### config.mk
export PLATFORM = sky130hd
export DESIGN_NAME = bt_mskreg_sched
export DESIGN_NICKNAME = d
export VERILOG_FILES = /design/src/rtl/bt_mskreg_sched.sv
export SDC_FILE = /design/constraint.sdc
export NUM_CORES = 1
export LEC_CHECK = 0
export BUFFER_PORTS_ARGS = -buffer_cell sky130_fd_sc_hd__buf_2
export CORE_ASPECT_RATIO = 1.1
export CORE_MARGIN = 4
export CORE_UTILIZATION = 50
export CTS_BUF_LIST = sky130_fd_sc_hd__clkbuf_2
export DETAILED_ROUTE_END_ITERATION = 8
export PLACE_DENSITY = 0.93
export SYNTH_ARGS = -nofsm -noshare
export SYNTH_HDL_FRONTEND = slang
export SYNTH_SLANG_ARGS = --single-unit
export TNS_END_PERCENT = 1
### constraint.sdc
create_clock -name clk -period 3.1 [get_ports clk]
set_input_delay 0.62 -clock clk [delete_from_list [all_inputs] [get_ports clk]]
set_output_delay 0.62 -clock clk [all_outputs]
set_load 0.03 [all_outputs]
### src/rtl/bt_mskreg_sched.sv
// bt_mskreg_sched
// Round scheduler for a masked state register with enable and Borrowed-Time
// (BT) clear. For every round it fetches fresh randomness, holds the BT clear
// for CLR_CYC cycles, and then issues one enable (update) cycle.
//
// Parameters:
//   COUNT   - number of masked variables; width of the randomness bus
//   ROUNDS  - round updates per operation (1..255)
//   CLR_CYC - cycles reg_clear is held per round (1..15)
//   RW      - width of the round index (2^RW > ROUNDS-1)
//
// Ports:
//   clk       in   clock, rising edge
//   rst_n     in   asynchronous active-low reset
//   start     in   request to begin an operation, sampled only in IDLE
//   busy      out  high in every state except IDLE
//   done      out  one-cycle pulse after the final round is written
//   rnd_in    in   fresh randomness
//   rnd_valid in   rnd_in is valid
//   rnd_ready out  scheduler accepts rnd_in this cycle
//   load      out  datapath selects initial shares instead of round output
//   reg_en    out  enable to the masked register
//   reg_rnd   out  BT randomness to the masked register
//   reg_clear out  BT clear to the masked register
//   round     out  index of the round being processed
//   last      out  round == ROUNDS-1 while an operation is active

module bt_mskreg_sched #(
  parameter int COUNT   = 64,
  parameter int ROUNDS  = 40,
  parameter int CLR_CYC = 1,
  parameter int RW      = 8
) (
  input  logic             clk,
  input  logic             rst_n,
  input  logic             start,
  output logic             busy,
  output logic             done,
  input  logic [COUNT-1:0] rnd_in,
  input  logic             rnd_valid,
  output logic             rnd_ready,
  output logic             load,
  output logic             reg_en,
  output logic [COUNT-1:0] reg_rnd,
  output logic             reg_clear,
  output logic [RW-1:0]    round,
  output logic             last
);

  localparam logic [RW-1:0] LAST_ROUND = RW'(ROUNDS - 1);
  localparam logic [3:0]    CLR_LAST   = 4'(CLR_CYC - 1);

  typedef enum logic [2:0] {
    S_IDLE,
    S_LOAD,
    S_REFRESH,
    S_CLEAR,
    S_UPDATE,
    S_DONE
  } state_t;

  state_t           state;
  state_t           state_d;
  logic [3:0]       clr_cnt;
  logic [3:0]       clr_cnt_d;
  logic [RW-1:0]    round_d;
  logic [COUNT-1:0] reg_rnd_d;
  logic             hs;

  // rnd_ready is only ever high in REFRESH, so the state term just makes the
  // capture condition explicit.
  assign hs = (state == S_REFRESH) && rnd_valid && rnd_ready;

  // State and clear-cycle counter.
  always_ff @(posedge clk or negedge rst_n) begin
    if (!rst_n) begin
      state   <= S_IDLE;
      clr_cnt <= '0;
    end else begin
      state   <= state_d;
      clr_cnt <= clr_cnt_d;
    end
  end

  // Next-state logic, plus the next values of the round index and the captured
  // randomness. The counter returns to 0 whenever CLEAR is left or not active.
  always_comb begin
    state_d   = state;
    clr_cnt_d = '0;
    round_d   = round;
    reg_rnd_d = reg_rnd;
    case (state)
      S_IDLE: begin
        if (start) begin
          state_d = S_LOAD;
          round_d = '0;
        end
      end
      S_LOAD: begin
        state_d = S_REFRESH;
      end
      S_REFRESH: begin
        if (hs) begin
          state_d   = S_CLEAR;
          reg_rnd_d = rnd_in;
        end
      end
      S_CLEAR: begin
        if (clr_cnt == CLR_LAST) begin
          state_d = S_UPDATE;
        end else begin
          clr_cnt_d = clr_cnt + 4'd1;
        end
      end
      S_UPDATE: begin
        // last already reflects round == ROUNDS-1, so the index saturates there.
        if (last) begin
          state_d   = S_DONE;
          reg_rnd_d = '0;
        end else begin
          state_d = S_REFRESH;
          round_d = round + RW'(1);
        end
      end
      S_DONE: begin
        state_d = S_IDLE;
      end
      default: begin
        state_d = S_IDLE;
      end
    endcase
  end

  // Outputs are registered from the next state so each one is valid during the
  // very cycle its state is active, without any decode after the flops.
  always_ff @(posedge clk or negedge rst_n) begin
    if (!rst_n) begin
      busy      <= 1'b0;
      done      <= 1'b0;
      rnd_ready <= 1'b0;
      load      <= 1'b0;
      reg_en    <= 1'b0;
      reg_clear <= 1'b0;
      last      <= 1'b0;
      round     <= '0;
      reg_rnd   <= '0;
    end else begin
      busy      <= (state_d != S_IDLE);
      done      <= (state_d == S_DONE);
      rnd_ready <= (state_d == S_REFRESH);
      load      <= (state_d == S_LOAD);
      reg_en    <= (state_d == S_LOAD) || (state_d == S_UPDATE);
      reg_clear <= (state_d == S_CLEAR);
      last      <= (state_d != S_IDLE) && (round_d == LAST_ROUND);
      round     <= round_d;
      reg_rnd   <= reg_rnd_d;
    end
  end

endmodule

==> impl_metrics.tcl <==
set metrics [dict create \
    outcome "finished clean" \
    multiInputGateArea_um2 1070 \
    num-fill-cells 483 \
    yosys_warnings 0 \
    fp.dieW_um 86.0 \
    syn_inst 255 \
    placed_area_um2 4090 \
    cts-resized-gates 0 \
    maxCapViolations 0 \
    drt_iter0_markers 75 \
    pwr_density_cell_nw_per_um2 1080 \
    clockPowerShare_pct 10.7 \
    design_area_um2 4180 \
    tritoncts "done" \
    swShare_pct 46.8 \
    final_cells 480 \
    synth_ff_type "dfrtp_1" \
    area.sequential_um2 2150 \
    post-route-min-period_ns 2.50 \
    pwr-share-seq_pct 41.1 \
    maxSlewViolCount 0 \
    postCtsSetupBuffers 0 \
    syn-num-nets 326 \
    worstPathRequired_ns 3.51 \
    avgViaCountPerCell 5.50 \
    relSlewSlack_pct 23.3 \
    critPathLaunchType "flip-flop" \
    period_share_pct 80.8 \
    clock-skew-final_ns 0.0276 \
    core_area_um2 6340 \
    worstPathMaxFanout 67 \
    worstSetupPathType "reg -> reg" \
    root_buffer "clkbuf_2" \
    crit_slowest_cell "a21o_2" \
    synth.avg_cell_area_um2 13.1 \
    wl_per_cell_um 16.2 \
    antenna_cells 0 \
    grt_max_degree 87 \
    drcViolationCount 0 \
    hold_buffers 0 \
    p_switching_w 0.00211 \
    netlist_area_um2 3340 \
    rows 30 \
    r2r-start "state[2]$_DFF_PN0_" \
    path_common_cell "nand3_1" \
    ys_seq_area_share_pct 64.4 \
    tightest_slew_ns 1.15 \
    r2r_end "reg_clear$_DFF_PN0_" \
    synth_edf_count 0 \
    detail-route-antenna-nets 0 \
    ios 147 \
    hold_class "in -> async" \
    syn_to_final_growth_pct 25.1 \
    crit_path_end_kind "flip-flop" \
    initial_core_util_pct 52.7 \
    yosysUniqueCellTypes 42 \
    grt_pass1_wl_mm 12.6 \
    cp_slowest_stage_delay_ns 0.89 \
    ys_seq_elements 86 \
    fmax_mhz 399 \
    hold_violations 0 \
    max-vdd-ir-drop_mv 0.769 \
    synth_async_sr_flop_share_pct 100 \
    dieHeight_um 93.7 \
    worstPathCellList "and2b_1 > nand3_1 > a21o_2 > nand3_1 > nor2b_1" \
    first_pass_iters 4 \
    cts_made_buffers 9 \
    finalNetCount 466 \
    drive_gt1_share_pct 42.0 \
    die_area_um2 8060 \
    grt.total_usage_pct 19.9 \
    reg2reg_slack_ns 0.60 \
    routed_wl_mm 7.78 \
    p_int_w 0.00240 \
    clock_latency_ns 0.52 \
    dpl.hpwl_mm 5.64 \
    crit_arrival_ns 2.91 \
    port_buffers 146 \
    cts_max_level 3 \
    setup_violations 0 \
    leakage_nw 2.21 \
    hold_slack_ns 0.244 \
    place_inst 464 \
    clk_path_buf_depth 2 \
    rsz0062_at_grt "false" \
    gr-total-overflow 0 \
    gp_congestion 0.812 \
    rr_worst_depth 5 \
    path_clk_slew_ns 0.23 \
    cts_sinks 86 \
    grt_pass1_vias 2636 \
    tns_ns 0 \
    antenna_found_initial 0 \
    via_count 2641 \
    p_comb_share_pct 48.2 \
]
worst max-delay path: cells and delay by family (launching register included):
family | cells | cell delay [ns]
flip-flops | 1 | 0.60
AND/OR/NAND/NOR | 4 | 0.90
AO/OA/AOI/OAI | 1 | 0.89
cells by family (layout without fill, tap and decap cells):
group                    count (synthesis)  in the layout  share of synthesized area, %
flip-flops                              86             86                          64.4
XOR/XNOR                                 2              2                         0.524
AO/OA/AOI/OAI                           84             84                          20.5
adder cells (fa/ha/maj)                  3              3                          1.12
AND/OR/NAND/NOR                         54             54                          8.80
multiplexers                             3              3                         0.899
buffers and inverters                   23            168                          3.74
cells in the mapped netlist, types with 3 or more instances:
library cell	n	area [um^2]
o21ai_0	6	30.0
nand4b_1	3	26.3
buf_6	3	33.8
dfrtp_1	86	2150
clkbuf_1	4	15.0
nand2_1	13	48.8
mux2i_1	3	30.0
nor2_1	12	45.0
ha_1	3	37.5
o21ai_1	3	15.0
nand3_1	5	25.0
inv_1	4	15.0
buf_2	10	50.1
a22o_1	63	552
and3_1	4	25.0
placed cells by master, fill, tap and decap left out, types with 3 or more instances in the layout:
master / n
buf_2: 145
dfrtp_1: 86
a22o_1: 63
nand2_1: 13
nor2_1: 11
clkbuf_2: 9
o21ai_0: 6
nand3_1: 5
inv_1: 4
and3_1: 4
nand4b_1: 3
mux2i_1: 3
o21ai_1: 3
ha_1: 3
per-stage QoR:
| step | util [%] | setup slack, ns | power [W] |
|---|---|---|---|
| 6_report | 65.9 | 0.596 | 0.00451 |
| 3_5_place_dp | 64.4 | 0.616 | 0.00407 |
| 2_1_floorplan | - | 1.26 | 0.00341 |
| 5_1_grt | 65.9 | 0.318 | 0.00478 |
| 4_1_cts | 65.9 | 0.538 | 0.00455 |
| 3_3_place_gp | 64.4 | 0.741 | 0.00400 |
cell type report:
| cell class | count | share of cell area [%] |
|---|---|---|
| clock buffer | 9 | 1.08 |
| clock inverter | 7 | 1.20 |
| inverter | 5 | 0.449 |
| multi-input combinational | 146 | 25.7 |
| sequential | 86 | 51.5 |
| tap | 80 | 2.39 |
| timing repair buffer | 147 | 17.7 |
layer usage:
metal / track usage [%] / part of all wire [%] / vias up
met3: 5.96 / 9.4 / 7
met2: 33.3 / 50 / 131
met1: 23.9 / 40 / 1270
met5: 0 / 0 / -
li1: - / - / 1233
met4: 7.78 / 0.98 / 0
how the worst max path moves through the flow:
| stage | start | end | slack (ns) | depth (start not counted) |
|---|---|---|---|---|
| 3_5_place_dp | state[2]$_DFF_PN0_ | reg_clear$_DFF_PN0_ | 0.62 | 5 |
| 5_1_grt | state[2]$_DFF_PN0_ | reg_clear$_DFF_PN0_ | 0.32 | 5 |
| 2_1_floorplan | round[1]$_DFF_PN0_ | last$_DFF_PN0_ | 1.26 | 6 |
| 6_report | state[2]$_DFF_PN0_ | reg_clear$_DFF_PN0_ | 0.60 | 5 |
| 3_3_place_gp | state[2]$_DFF_PN0_ | reg_clear$_DFF_PN0_ | 0.74 | 5 |
| 4_1_cts | state[2]$_DFF_PN0_ | reg_clear$_DFF_PN0_ | 0.54 | 5 |
sequential cells by signal, summed over array words and instances, names as in the netlist:
register   count
reg_en         1
reg_rnd       64
state          3
load           1
rnd_ready      1
done           1
last           1
clr_cnt        4
reg_clear      1
round          8
busy           1
power by group through the flow:
stage               Combinational, W  Clock, W  Sequential (W)
finish                       0.00217  0.000484         0.00186
global route                 0.00232  0.000541         0.00192
CTS                          0.00220  0.000495         0.00186
detailed placement           0.00220         0         0.00187
global placement             0.00214         0         0.00186
floorplan                   0.000733         0         0.00268
Power figures use the tool's default switching activity.
